<file path="src/rtl/ifu_fetch.sv">
// Instruction-fetch front end: generates the PC stream, fetches from
// instruction memory over a req/gnt/rvalid handshake (one request in flight)
// and holds one fetched instruction for the IF/ID register.
//
// Ports:
//   clk, rst_n             clock, asynchronous active-low reset
//   flush, jmp_addr        redirect (priority over stall) and its target
//   stall                  downstream is not accepting this cycle
//   imem_req/addr          fetch request and word-aligned address
//   imem_gnt               request accepted this cycle
//   imem_rvalid/rdata      read response
//   pc_o, inst_o           buffered PC and instruction (NOP when empty)
//   inst_valid_o           buffer holds a real fetched instruction
module ifu_fetch #(
  parameter int unsigned           ADDR_LEN = 32,
  parameter int unsigned           ISA_LEN  = 32,
  parameter logic [ADDR_LEN-1:0]   RESET_PC = 32'h0000_0000,
  parameter logic [ISA_LEN-1:0]    NOP_INST = 32'h0000_0013
) (
  input  logic                clk,
  input  logic                rst_n,
  input  logic                flush,
  input  logic [ADDR_LEN-1:0] jmp_addr,
  input  logic                stall,
  output logic                imem_req,
  output logic [ADDR_LEN-1:0] imem_addr,
  input  logic                imem_gnt,
  input  logic                imem_rvalid,
  input  logic [ISA_LEN-1:0]  imem_rdata,
  output logic [ADDR_LEN-1:0] pc_o,
  output logic [ISA_LEN-1:0]  inst_o,
  output logic                inst_valid_o
);

  localparam logic [ADDR_LEN-1:0] WORD_MASK = ~ADDR_LEN'(3);
  localparam logic [ADDR_LEN-1:0] PC_STEP   = ADDR_LEN'(4);

  typedef enum logic [1:0] {
    IDLE = 2'd0,
    REQ  = 2'd1,
    WAIT = 2'd2,
    DROP = 2'd3
  } state_e;

  state_e                state_q, state_d;
  logic [ADDR_LEN-1:0]   fetch_pc_q, fetch_pc_d;
  logic [ISA_LEN-1:0]    buf_inst_q, buf_inst_d;
  logic [ADDR_LEN-1:0]   buf_pc_q, buf_pc_d;
  logic                  buf_valid_q, buf_valid_d;
  logic                  imem_req_c;

  // State and buffer registers
  always_ff @(posedge clk or negedge rst_n) begin
    if (!rst_n) begin
      state_q     <= IDLE;
      fetch_pc_q  <= RESET_PC;
      buf_inst_q  <= NOP_INST;
      buf_pc_q    <= RESET_PC;
      buf_valid_q <= 1'b0;
    end else begin
      state_q     <= state_d;
      fetch_pc_q  <= fetch_pc_d;
      buf_inst_q  <= buf_inst_d;
      buf_pc_q    <= buf_pc_d;
      buf_valid_q <= buf_valid_d;
    end
  end

  // Next-state, buffer update and request generation
  always_comb begin
    state_d     = state_q;
    fetch_pc_d  = fetch_pc_q;
    buf_inst_d  = buf_inst_q;
    buf_pc_d    = buf_pc_q;
    buf_valid_d = buf_valid_q;
    imem_req_c  = 1'b0;

    // Consumption; a same-cycle reload in WAIT overrides this below.
    if (buf_valid_q && !stall) begin
      buf_valid_d = 1'b0;
    end

    unique case (state_q)
      IDLE: state_d = REQ;
      REQ: begin
        // Only request when the response has somewhere to land.
        imem_req_c = !buf_valid_q || !stall;
        if (imem_req_c && imem_gnt) begin
          state_d = WAIT;
        end
      end
      WAIT: begin
        if (imem_rvalid) begin
          buf_inst_d  = imem_rdata;
          buf_pc_d    = fetch_pc_q;
          buf_valid_d = 1'b1;
          fetch_pc_d  = fetch_pc_q + PC_STEP;
          state_d     = REQ;
        end
      end
      DROP: begin
        if (imem_rvalid) begin
          state_d = REQ;
        end
      end
      default: state_d = IDLE;
    endcase

    // Redirect overrides everything; an in-flight request must be drained.
    if (flush) begin
      fetch_pc_d  = jmp_addr & WORD_MASK;
      buf_inst_d  = buf_inst_q;
      buf_pc_d    = buf_pc_q;
      buf_valid_d = 1'b0;
      unique case (state_q)
        IDLE:    state_d = REQ;
        REQ:     state_d = (imem_req_c && imem_gnt) ? DROP : REQ;
        WAIT:    state_d = imem_rvalid ? REQ : DROP;
        // The stale response arriving this cycle ends the drain.
        DROP:    state_d = imem_rvalid ? REQ : DROP;
        default: state_d = IDLE;
      endcase
    end
  end

  assign imem_req     = imem_req_c;
  assign imem_addr    = fetch_pc_q & WORD_MASK;
  assign pc_o         = buf_pc_q;
  assign inst_valid_o = buf_valid_q;
  assign inst_o       = buf_valid_q ? buf_inst_q : NOP_INST;

endmodule

</file>
<file path="config.mk">
export PLATFORM = sky130hd
export DESIGN_NAME = ifu_fetch
export DESIGN_NICKNAME = d
export VERILOG_FILES = /design/src/rtl/ifu_fetch.sv
export SDC_FILE = /design/constraint.sdc
export NUM_CORES = 1
export LEC_CHECK = 0
export BUFFER_PORTS_ARGS = -buffer_cell sky130_fd_sc_hd__buf_2
export CORE_AREA = 4 4 97 99
export DETAILED_ROUTE_END_ITERATION = 16
export DIE_AREA = 0 0 101 103
export PLACE_DENSITY = 0.95
export SETUP_SLACK_MARGIN = 0.15
export SLEW_MARGIN = 20
export SYNTH_ARGS = -nofsm -noshare
export SYNTH_HDL_FRONTEND = slang
export SYNTH_SLANG_ARGS = --single-unit
</file>
<file path="constraint.sdc">
create_clock -name clk -period 4.1 [get_ports clk]
set_input_delay 0.205 -clock clk [delete_from_list [all_inputs] [get_ports clk]]
set_output_delay 0.205 -clock clk [all_outputs]
set_load 0.01 [all_outputs]
</file>
=== After elaboration in Yosys (flattened, before gate mapping) ===
Cells that the tools add are included.

* Word-level logic and storage cells: 41
* ROM bits: 0
* Output and inout port bits: 98
* Register bits after elaboration: 99
* Memories kept: 0
* Bits of input ports: 70
* Latch bits: 0
* Memory bits (writable): 0

* Magnitude comparators: 0
* Mux-type cells: 16
* $add $sub $neg: 1
* Reductions and logical operators: 13
* Equality and inequality tests: 5
* Shift operators: 0
* Divide/modulo/power cells: 0
* $mul: 0
* Bitwise logic cells: 1

{| class="wikitable"
|+ Operators by type and width
! kind !! number
|-
| $mux 32 || 4
|-
| $add 32x3->32 const B || 1
|-
| $pmux 2 s3 || 2
|-
| $mux 2 || 5
|-
| $mux 1 || 5
|-
| $eq 2x2->1 const B || 2
|-
| $reduce_and 2->1 || 2
|-
| $reduce_bool 2->1 || 2
|-
| $logic_and 1x1->1 || 3
|-
| $ne 3x1->1 const B || 1
|-
| $ne 3x3->1 const B || 1
|-
| $reduce_and 3->1 || 1
|-
| $eq 2x1->1 const B || 1
|-
| $logic_not 1->1 || 2
|-
| $logic_not 2->1 || 1
|-
| $reduce_or 2->1 || 1
|-
| $logic_or 1x1->1 || 1
|-
| $not 1->1 || 1
|}

=== Longest topological paths before layout ===
* Word-level depth: 7
* Mapped depth: 7
* Depth with buffers taken out: 5

=== Least setup slack after synthesis ===
OpenSTA, ideal clock, no wires.

* Path kind: register to register
* Start: register fetch_pc_q[2]
* End: register fetch_pc_q[24]
* Clock period less this slack: 2.107 ns
* Path slack: 1.993 ns
* Library setup time: 0.082 ns
* Path buffers: 0
* Data required time: 4.018 ns
* Stages on the path, launching flop included: 6
* Data arrival time: 2.025 ns
* Path through: dfrtp_1 -> ha_1 -> nand4b_2 -> or4_4 -> or4_1 -> a31oi_1

* Longest elaborated chain between the ends: 4

{| class="wikitable"
|+ RTL lines
! element !! RTL line !! text
|-
| from (decl) || 46 || <nowiki>logic [ADDR_LEN-1:0] fetch_pc_q, fetch_pc_d;</nowiki>
|-
| from (signal assigned) || 62 || <nowiki>fetch_pc_q <= fetch_pc_d;</nowiki>
|-
| $add 32x3->32 || 97 || <nowiki>fetch_pc_d = fetch_pc_q + PC_STEP;</nowiki>
|-
| $mux 32 || 93 || <nowiki>if (imem_rvalid) begin</nowiki>
|-
| $mux 32 || 83 || <nowiki>unique case (state_q)</nowiki>
|-
| $mux 32 || 110 || <nowiki>if (flush) begin</nowiki>
|}

Every way passes these cells. The select of a mux whose other input is x is not followed.
A chain may end at the register's enable or synchronous reset.

=== Worst setup path in the final report ===
* Start: register fetch_pc_q[5]
* End: register fetch_pc_q[31]

The elaborated chain is that of the path after synthesis.

==> impl_metrics.json <==
{
  "status": "completed",
  "postRouteAntennaNets": 0,
  "cts_sinks": 95,
  "viasPerCell": 5.489,
  "port_buffers": 161,
  "vias": 3579,
  "place_area_sq_mm": 0.005286,
  "drtPass1Iterations": 4,
  "p_leak_nw": 2.671,
  "initial_core_util_pct": 51.74,
  "synth_edf_count": 0,
  "ys_seq_area_share_pct": 53.82,
  "clock_latency_ns": 0.35,
  "synthArstFlopShare_pct": 100.0,
  "die_w_um": 101,
  "arrival_ns": 2.64,
  "cts_resized": 0,
  "avgSynthCellArea_sq_um": 11.43,
  "cp-start-kind": "register",
  "wl_per_cell_um": 16.67,
  "grt_overflow": 0,
  "synthFlopType": "dfrtp_1",
  "ys_types": 40,
  "peakVddDrop_mv": 0.2292,
  "cp_max_fo": 19,
  "boundaryPins": 168,
  "drcViolationCount": 0,
  "ys_ff_latch": 95,
  "fin_cells": 652,
  "max_slew_margin_pct": 46.12,
  "fin_util_pct": 64.09,
  "cts_max_level": 3,
  "synthDominantCellAreaShare_pct": 52.04,
  "cts_tree": "done",
  "finalSetupViolations": 0,
  "power_per_cell_area_mw_per_mm2": 466.1,
  "antenna_found_initial": 1,
  "grt_usage_pct": 20.94,
  "drive_gt1_share_pct": 45.59,
  "required_ns": 4.36,
  "tightest_slew_ns": 0.8082,
  "antenna_cells": 0,
  "power_mw": 2.554,
  "tns_ns": 0,
  "core-area_sq_mm": 0.008551,
  "num-nets-final": 610,
  "syn_to_final_growth_pct": 23.87,
  "row_count": 34,
  "gp_congestion": 0.8058,
  "grt_pass1_vias": 3495,
  "slew_viol_final": 0,
  "report.final.hold_viol_count": 0,
  "synth_area_leaders": "dfrtp_1 52%, mux2_2 16%, and2_1 4.2%, o21ai_0 2.5%, nand2_1 2.3%",
  "synth_area_sq_mm": 0.004424,
  "crit_type": "reg -> reg",
  "end_kind": "register",
  "clock_skew_ns": 0.01608,
  "synth-warning-count": 0,
  "die_h_um": 103,
  "numCtsBuffers": 9,
  "post-place-cells": 635,
  "fin_crit_ns": 2.380,
  "period_share_pct": 58.05,
  "grt_pass1_wl_um": 17170,
  "grt_max_degree": 49,
  "final_area_sq_mm": 0.005480,
  "routed_wl_um": 10870,
  "clk_pin_slew_ns": 0.09,
  "synth_top_cell_by_area": "dfrtp_1",
  "rsz0062_at_grt": "false",
  "drt_iter0_drc": 131,
  "syn_inst": 387,
  "dieArea_sq_mm": 0.01040,
  "dp_hpwl_um": 7874,
  "min_path_type": "in -> reg",
  "maxCapViolations": 0,
  "fmax_mhz": 420.1,
  "cts.path.max_buffers": 2,
  "root_buffer": "clkbuf_8"
}
## cell families (layout without fill, tap and decap cells)
family,count (synthesis),in the layout,synth area share [%]
compound gates,51,51,7.014
xor+xnor,11,11,2.178
fa+ha+maj,1,1,0.2828
buf+inv,32,186,3.111
flops,95,95,53.82
mux,63,63,16.01
other cells,1,4,0.08476
simple gates,133,133,17.51
## worst paths after layout
kind / slack (ns) / endpoint / from / depth (start not counted)
setup / recovery: 1.72 / fetch_pc_q[31]$_DFFE_PN0P_ / fetch_pc_q[5]$_DFFE_PN0P_ / 4
hold / removal: 0.06 / fetch_pc_q[7]$_DFFE_PN0P_ / jmp_addr[7] / 3
setup reg to reg: 1.72 / fetch_pc_q[31]$_DFFE_PN0P_ / fetch_pc_q[5]$_DFFE_PN0P_ / 4
hold reg to reg: 0.50 / buf_inst_q[31]$_DFFE_PN0P_ / buf_inst_q[31]$_DFFE_PN0P_ / 1
max in group asynchronous: 2.65 / pc_o[30]$_DFFE_PN0P_ / rst_n / 3
min in group asynchronous: 0.39 / buf_inst_q[7]$_DFFE_PN0P_ / rst_n / 2
## area by class of cell
cell class | count | area, sq um
inverters | 6 | 22.52
fillers | 669 | 3070
flip-flops and latches | 95 | 2381
multi-input cells | 263 | 1924
clock buffers | 12 | 155.1
clock inverters | 4 | 28.78
repair buffers | 164 | 833.3
well taps | 108 | 135.1
## cells in the final DEF (no fill, tap or decap), drive strengths merged, types with 9 or more instances in the layout
cell    instances
and2           30
nand3          12
dfrtp          92
or3            10
mux2           62
clkbuf         12
a31oi          11
nand2          27
or4            10
o21ai          22
nor2           14
buf           163
xnor2           9
## cell usage after synthesis (4+ instances only)
cell / number
buf_4: 4
dfrtp_1: 92
nand4_1: 6
xnor2_1: 9
or3_1: 10
nand3_1: 12
o31ai_1: 5
nor4_1: 4
nor2_1: 14
o21ai_0: 22
nand2_1: 27
and2_1: 30
inv_1: 5
a31oi_1: 11
clkbuf_1: 20
mux2_2: 62
or4_1: 9
o211ai_1: 6
## sequential cells by signal, indices dropped and copies added (netlist names)
name,cells
state_q,2
fetch_pc_q,30
buf_inst_q,32
inst_valid_o,1
pc_o,30
## what timing repair did
action                    in CTS  in global routing
hold endpoints to repair      47                  0
hold buffers                   1                  0
buffers inserted               0                  0
## power breakdown
part,switching [mW],internal [mW]
Combinational,0.278,0.333
Clock,0.320,0.256
Sequential,0.163,1.20
Total,0.761,1.79
## per-layer routing
layer / vias to the layer above / GRT usage, % / wire length (um)
met5: - / 0 / 13
met4: 2 / 6.135 / 87
met3: 12 / 4.736 / 892
met2: 136 / 36.20 / 5573
met1: 1746 / 26.48 / 4305
li1: 1683 / - / -
## critical path, cell delays in order (launching register included)
cell and delay [ns]:
dfrtp_1 0.50, nand4_4 0.18, or4_1 0.86, or4_1 0.58
a31oi_1 0.17
## per-stage QoR
stage,setup slack (ns),hold WS [ns]
after floorplan,1.993,-0.09059
after global placement,1.803,0.2433
after detailed placement,1.717,0.2526
after CTS,1.747,0.04651
after global routing,1.594,0.05227
final,1.720,0.06162
Note: power is estimated with default switching activity, not from simulation.
